[config.mk]
export PLATFORM = sky130hd
export DESIGN_NAME = mmio_uart_tx
export DESIGN_NICKNAME = d
export VERILOG_FILES = /design/src/rtl/mmio_uart_tx.sv
export SDC_FILE = /design/constraint.sdc
export NUM_CORES = 1
export LEC_CHECK = 0
export BUFFER_PORTS_ARGS = -buffer_cell sky130_fd_sc_hd__buf_2
export CORE_MARGIN = 5
export CORE_UTILIZATION = 40
export DETAILED_ROUTE_END_ITERATION = 10
export SYNTH_ARGS = -nofsm -noshare
export SYNTH_HDL_FRONTEND = slang
export SYNTH_SLANG_ARGS = --single-unit
[constraint.sdc]
create_clock -name clk -period 2.9 [get_ports clk]
set_input_delay 0.145 -clock clk [delete_from_list [all_inputs] [get_ports clk]]
set_output_delay 0.145 -clock clk [all_outputs]
set_load 0.02 [all_outputs]
[src/rtl/mmio_uart_tx.sv]
// Memory-mapped 8N1 UART transmitter: TX FIFO, programmable baud divisor, pollable status.
// Responds to the core's data bus in a 16-byte window at BASE_ADDR.
module mmio_uart_tx #(
  parameter logic [31:0] BASE_ADDR   = 32'h1100_0000,
  parameter int          FIFO_DEPTH  = 8,
  parameter logic [15:0] DEFAULT_DIV = 16'd867
) (
  input  logic        clk,
  input  logic        rst,
  input  logic        data_read,
  input  logic        data_write,
  input  logic        data_sign,
  input  logic [1:0]  data_size,
  input  logic [31:0] data_addr,
  input  logic [31:0] data_write_data,
  output logic [31:0] data_read_data,
  output logic        hit,
  output logic        uart_tx
);
  localparam int PTR_W = $clog2(FIFO_DEPTH);
  localparam int CNT_W = PTR_W + 1;
  localparam logic [CNT_W-1:0] DEPTH_CNT = CNT_W'(FIFO_DEPTH);

  typedef enum logic [1:0] {IDLE, START, DATA, STOP} state_t;

  state_t           state;
  logic [15:0]      baud_cnt;
  logic [15:0]      divisor;
  logic [2:0]       bit_idx;
  logic [7:0]       shift_reg;
  logic [7:0]       fifo_mem [FIFO_DEPTH];
  logic [PTR_W-1:0] rd_ptr;
  logic [PTR_W-1:0] wr_ptr;
  logic [CNT_W-1:0] count;
  logic             overflow;

  logic [1:0]  offset;
  logic        rd_hit;
  logic        wr_hit;
  logic        fifo_full;
  logic        fifo_empty;
  logic        busy;
  logic        bit_end;
  logic        pop;
  logic        push_req;
  logic        push;
  logic [31:0] status_word;
  logic [31:0] reg_word;
  logic        unused_wdata;

  // Right-justify the addressed lane, then truncate and extend to the access size.
  function automatic logic [31:0] format_load(input logic [31:0] word, input logic [1:0] size,
                                              input logic sign_ext, input logic [1:0] lane);
    logic [31:0]        shifted;
    logic signed [31:0] ext;
    shifted = word >> {lane, 3'b000};
    case (size)
      2'd0:    ext = sign_ext ? $signed({{24{shifted[7]}}, shifted[7:0]})
                              : $signed({24'd0, shifted[7:0]});
      2'd1:    ext = sign_ext ? $signed({{16{shifted[15]}}, shifted[15:0]})
                              : $signed({16'd0, shifted[15:0]});
      default: ext = $signed(word);
    endcase
    return ext;
  endfunction

  assign hit          = (data_addr[31:4] == BASE_ADDR[31:4]);
  assign offset       = data_addr[3:2];
  assign rd_hit       = data_read & hit;
  assign wr_hit       = data_write & hit;
  assign fifo_full    = (count == DEPTH_CNT);
  assign fifo_empty   = (count == '0);
  assign busy         = (state != IDLE);
  assign bit_end      = (baud_cnt == 16'd0);
  assign unused_wdata = ^data_write_data[31:16];

  // The transmitter takes the head byte when idle or exactly as a stop bit ends.
  assign pop      = !fifo_empty && ((state == IDLE) || (state == STOP && bit_end));
  assign push_req = wr_hit && (offset == 2'd0);
  assign push     = push_req && (!fifo_full || pop);

  assign status_word = {16'd0, 8'(count), 4'd0, overflow, busy, fifo_empty, fifo_full};

  always_comb begin
    reg_word = '0;
    case (offset)
      2'd1:    reg_word = status_word;
      2'd2:    reg_word = {16'd0, divisor};
      default: reg_word = '0;
    endcase
  end

  // Bus side: registered load data, FIFO pointers, sticky overflow, divisor.
  always_ff @(posedge clk or posedge rst) begin
    if (rst) begin
      data_read_data <= '0;
      divisor        <= DEFAULT_DIV;
      overflow       <= 1'b0;
      rd_ptr         <= '0;
      wr_ptr         <= '0;
      count          <= '0;
    end else begin
      if (rd_hit)
        data_read_data <= format_load(reg_word, data_size, data_sign, data_addr[1:0]);
      if (push)
        wr_ptr <= wr_ptr + PTR_W'(1);
      if (pop)
        rd_ptr <= rd_ptr + PTR_W'(1);
      case ({push, pop})
        2'b10:   count <= count + CNT_W'(1);
        2'b01:   count <= count - CNT_W'(1);
        default: count <= count;
      endcase
      // A dropped byte in the same cycle as a STATUS read must still be reported.
      if (push_req && !push)
        overflow <= 1'b1;
      else if (rd_hit && offset == 2'd1)
        overflow <= 1'b0;
      if (wr_hit && offset == 2'd2) begin
        if (data_size == 2'd0)
          divisor[7:0] <= data_write_data[7:0];
        else
          divisor <= data_write_data[15:0];
      end
    end
  end

  always_ff @(posedge clk) begin
    if (push)
      fifo_mem[wr_ptr] <= data_write_data[7:0];
    if (pop)
      shift_reg <= fifo_mem[rd_ptr];
  end

  // Line side: every bit boundary reloads the counter from the current divisor.
  always_ff @(posedge clk or posedge rst) begin
    if (rst) begin
      state    <= IDLE;
      baud_cnt <= '0;
      bit_idx  <= '0;
      uart_tx  <= 1'b1;
    end else begin
      case (state)
        IDLE: begin
          uart_tx <= 1'b1;
          if (pop) begin
            state    <= START;
            baud_cnt <= divisor;
            uart_tx  <= 1'b0;
          end
        end
        START: begin
          if (bit_end) begin
            state    <= DATA;
            baud_cnt <= divisor;
            bit_idx  <= 3'd0;
            uart_tx  <= shift_reg[0];
          end else begin
            baud_cnt <= baud_cnt - 16'd1;
          end
        end
        DATA: begin
          if (bit_end) begin
            baud_cnt <= divisor;
            if (bit_idx == 3'd7) begin
              state   <= STOP;
              uart_tx <= 1'b1;
            end else begin
              bit_idx <= bit_idx + 3'd1;
              uart_tx <= shift_reg[bit_idx + 3'd1];
            end
          end else begin
            baud_cnt <= baud_cnt - 16'd1;
          end
        end
        STOP: begin
          if (bit_end) begin
            baud_cnt <= divisor;
            if (pop) begin
              state   <= START;
              uart_tx <= 1'b0;
            end else begin
              state   <= IDLE;
              uart_tx <= 1'b1;
            end
          end else begin
            baud_cnt <= baud_cnt - 16'd1;
          end
        end
        default: state <= IDLE;
      endcase
    end
  end
endmodule

==> reports/qor.yml <==
run_status:
  status: "completed"
global_routing:
  antenna_found_initial: 0
  grt_first_pass_wirelength_mm: 24.65
  grt_pass1_vias: 4739
  overflow: 0
  grt_use_total: 0.1584
  grt_max_degree: 31
clocking:
  numClockSinks: 138
  cts_root_buf: "clkbuf_16"
  clockBufferDepth: 2
  htree_levels: 4
  cts.clk_slew.worst_paths_ns: 0.06
  cts_tree: "built"
  clk-insertion-delay-late_ns: 0.43
  cts_buffers: 17
logic_synthesis:
  yosysWarnings: 0
  synth_area_per_cell_um2: 13.16
  syn_inst: 513
  syn_nets: 601
  async_flop_share: 0.4783
  synth_edf_count: 72
  ys_seq_area_frac: 0.5663
  syn_area_mm2: 0.006750
  synth_top_cell_by_area: "edfxtp_1"
  synth_top_area_share: 0.3203
  synth_area_leaders: "edfxtp_1, dfrtp_1, mux4_2"
  synth_cell_types: 65
  synth-seq-cells: 138
  synthFlopType: "edfxtp_1"
sta:
  setup_violations: 0
  drv_slew: 0
  period_needed_ns: 2.688
  fin_tns_setup_ns: 0
  worst_slack_ns: 0.2124
  fin_crit_sh: 0.9268
  tightest_slew_ns: 0.9395
  max_freq_mhz: 372.1
  relSlewSlack: 0.3654
  rsz0062_at_grt: "no"
  final.setup_skew_ns: 0.01277
  timing.final.hold_violations: 0
power:
  cellLeakagePower_nw: 3.378
  p_per_area_mw_per_mm2: 530.6
  peakVddDrop_v: 0.0004486
worst_setup_path:
  worstPathArrival_ns: 2.98
  crit_required_ns: 3.20
  critPathCaptureType: "flip-flop"
  critical_path_class: "reg2reg"
  startpoint_type: "flip-flop"
  cp_max_fo: 4
route:
  ant_nets: 0
  vias: 4608
  route.detailed.wl_per_inst_um: 17.73
  drc: 0
  wl_met2_mm: 7.556
  drtIter0Drc: 328
  first_pass_iters: 5
  drt_wl_total_mm: 15.00
  wl_met1_mm: 6.661
  detail_route.vias_per_cell: 5.447
  wl_met3_um: 590
  top_layer: "met4"
cells_and_area:
  ff_latch_area_mm2: 0.003822
  fillers: 1507
  area_delta_synth_final_pct: 19.78
  final_common_cell: "buf_2"
  largest_reg_flops: 64
  drive_gt1_frac: 0.3435
  final_nets: 701
  largestRegisters: "fifo_mem x64, data_read_data x17"
  multi_input_area_mm2: 0.002663
  regMostFlops: "fifo_mem"
  post-route-util: 0.4876
  final_cell_mix: "buf_2, edfxtp_1, dfrtp_1"
  antennaDiodeCount: 0
die:
  dieArea_mm2: 0.01957
  start_util: 0.4070
  fp.dieW_um: 139.9
  io-pin-count: 105
  dieHeight_um: 139.9
  row_count: 47
  core_mm2: 0.01658
worst_hold_path:
  hold_class: "in2reg"
place:
  numPortBuffers: 88
  post-place-ws_ns: 0.09955
  routabilityCongestion: 0.8400
  hpwlAfterDp_mm: 10.88
run:
  cap_violations: 0
==> kinds of logic after synthesis <==
family / Yosys count / synth area share
AO/OA/AOI/OAI: 113 / 0.1131
XOR/XNOR: 7 / 0.009083
adder cells (fa/ha/maj): 17 / 0.03262
buffers and inverters: 53 / 0.04152
flip-flops: 138 / 0.5663
multiplexers: 47 / 0.1134
AND/OR/NAND/NOR: 138 / 0.1240
==> per-layer routing <==
metal,track usage,up-vias
met4,0.05252,0
met5,0,-
met1,0.2086,2334
met3,0.03374,16
met2,0.2623,102
li1,-,2156
==> cell usage after synthesis, types with 8 or more instances <==
cell	count
a21oi_1	33
a22o_1	9
buf_2	8
buf_4	19
clkbuf_1	8
dfrtp_1	59
edfxtp_1	72
ha_1	16
inv_1	14
mux2_2	20
mux2_4	9
mux4_2	18
nand2_1	20
nand3_1	14
nor2_1	39
nor3_1	12
o21ai_0	20
o2bb2ai_1	9
==> through the flow <==
step / std cells / power [mW] / cell area, µm² / hold WS, ns
2_1_floorplan: 513 / 2.207 / 6759 / 0.2439
3_3_place_gp: 804 / 2.289 / 7425 / 0.1299
3_5_place_dp: 804 / 2.293 / 7425 / 0.1331
4_1_cts: 846 / 4.319 / 8079 / 0.01157
5_1_grt: 846 / 4.441 / 8085 / 0.02780
6_report: 846 / 4.290 / 8085 / 0.01944
==> final timing paths <==
path / startpoint / to / slack, ns / cells after the start
max in group asynchronous: rst / divisor[1]$_DFFE_PP1P_ / 1.92 / 4
setup reg to reg: baud_cnt[0]$_DFFE_PP0N_ / count[3]$_DFFE_PP0P_ / 0.21 / 13
min in group asynchronous: rst / divisor[13]$_DFFE_PP0P_ / 0.23 / 3
setup / recovery: baud_cnt[0]$_DFFE_PP0N_ / count[3]$_DFFE_PP0P_ / 0.21 / 13
hold reg to reg: overflow$_DFFE_PP0P_ / overflow$_DFFE_PP0P_ / 0.51 / 1
hold / removal: data_write_data[6] / fifo_mem[5][6]$_DFFE_PP_ / 0.02 / 1
==> final cells by class <==
class	instances	area share
Sequential cell	138	0.4728
Multi-Input combinational cell	322	0.3293
Timing Repair Buffer	120	0.08883
Clock buffer	19	0.05354
Tap cell	220	0.03405
Clock inverter	13	0.01501
Inverter	14	0.006500
==> critical path: stages (launching register included) <==
cell and delay (ns):
dfrtp_1 0.40, inv_1 0.12, ha_1 0.18, nor4b_4 0.24
a41oi_2 0.25, nor2_4 0.17, nand2_1 0.09, inv_1 0.09
ha_1 0.23, a21o_1 0.18, a21o_1 0.18, a21oi_1 0.18
o22a_1 0.18, o211ai_1 0.08
==> power by group <==
group          switching [mW]  leakage, nW  total, mW  internal (mW)
sequential             0.0101         1.50       2.09           2.08
combinational          0.0985         1.61      0.172         0.0740
clock                   0.844        0.262       2.03           1.18
==> timing repair <==
action,CTS,global route
setup endpoints to repair,0,1
gates resized for setup,0,1
hold endpoints to repair,23,0
hold buffers,10,0
setup buffers,0,0
Note: power is estimated with default switching activity, not from simulation.
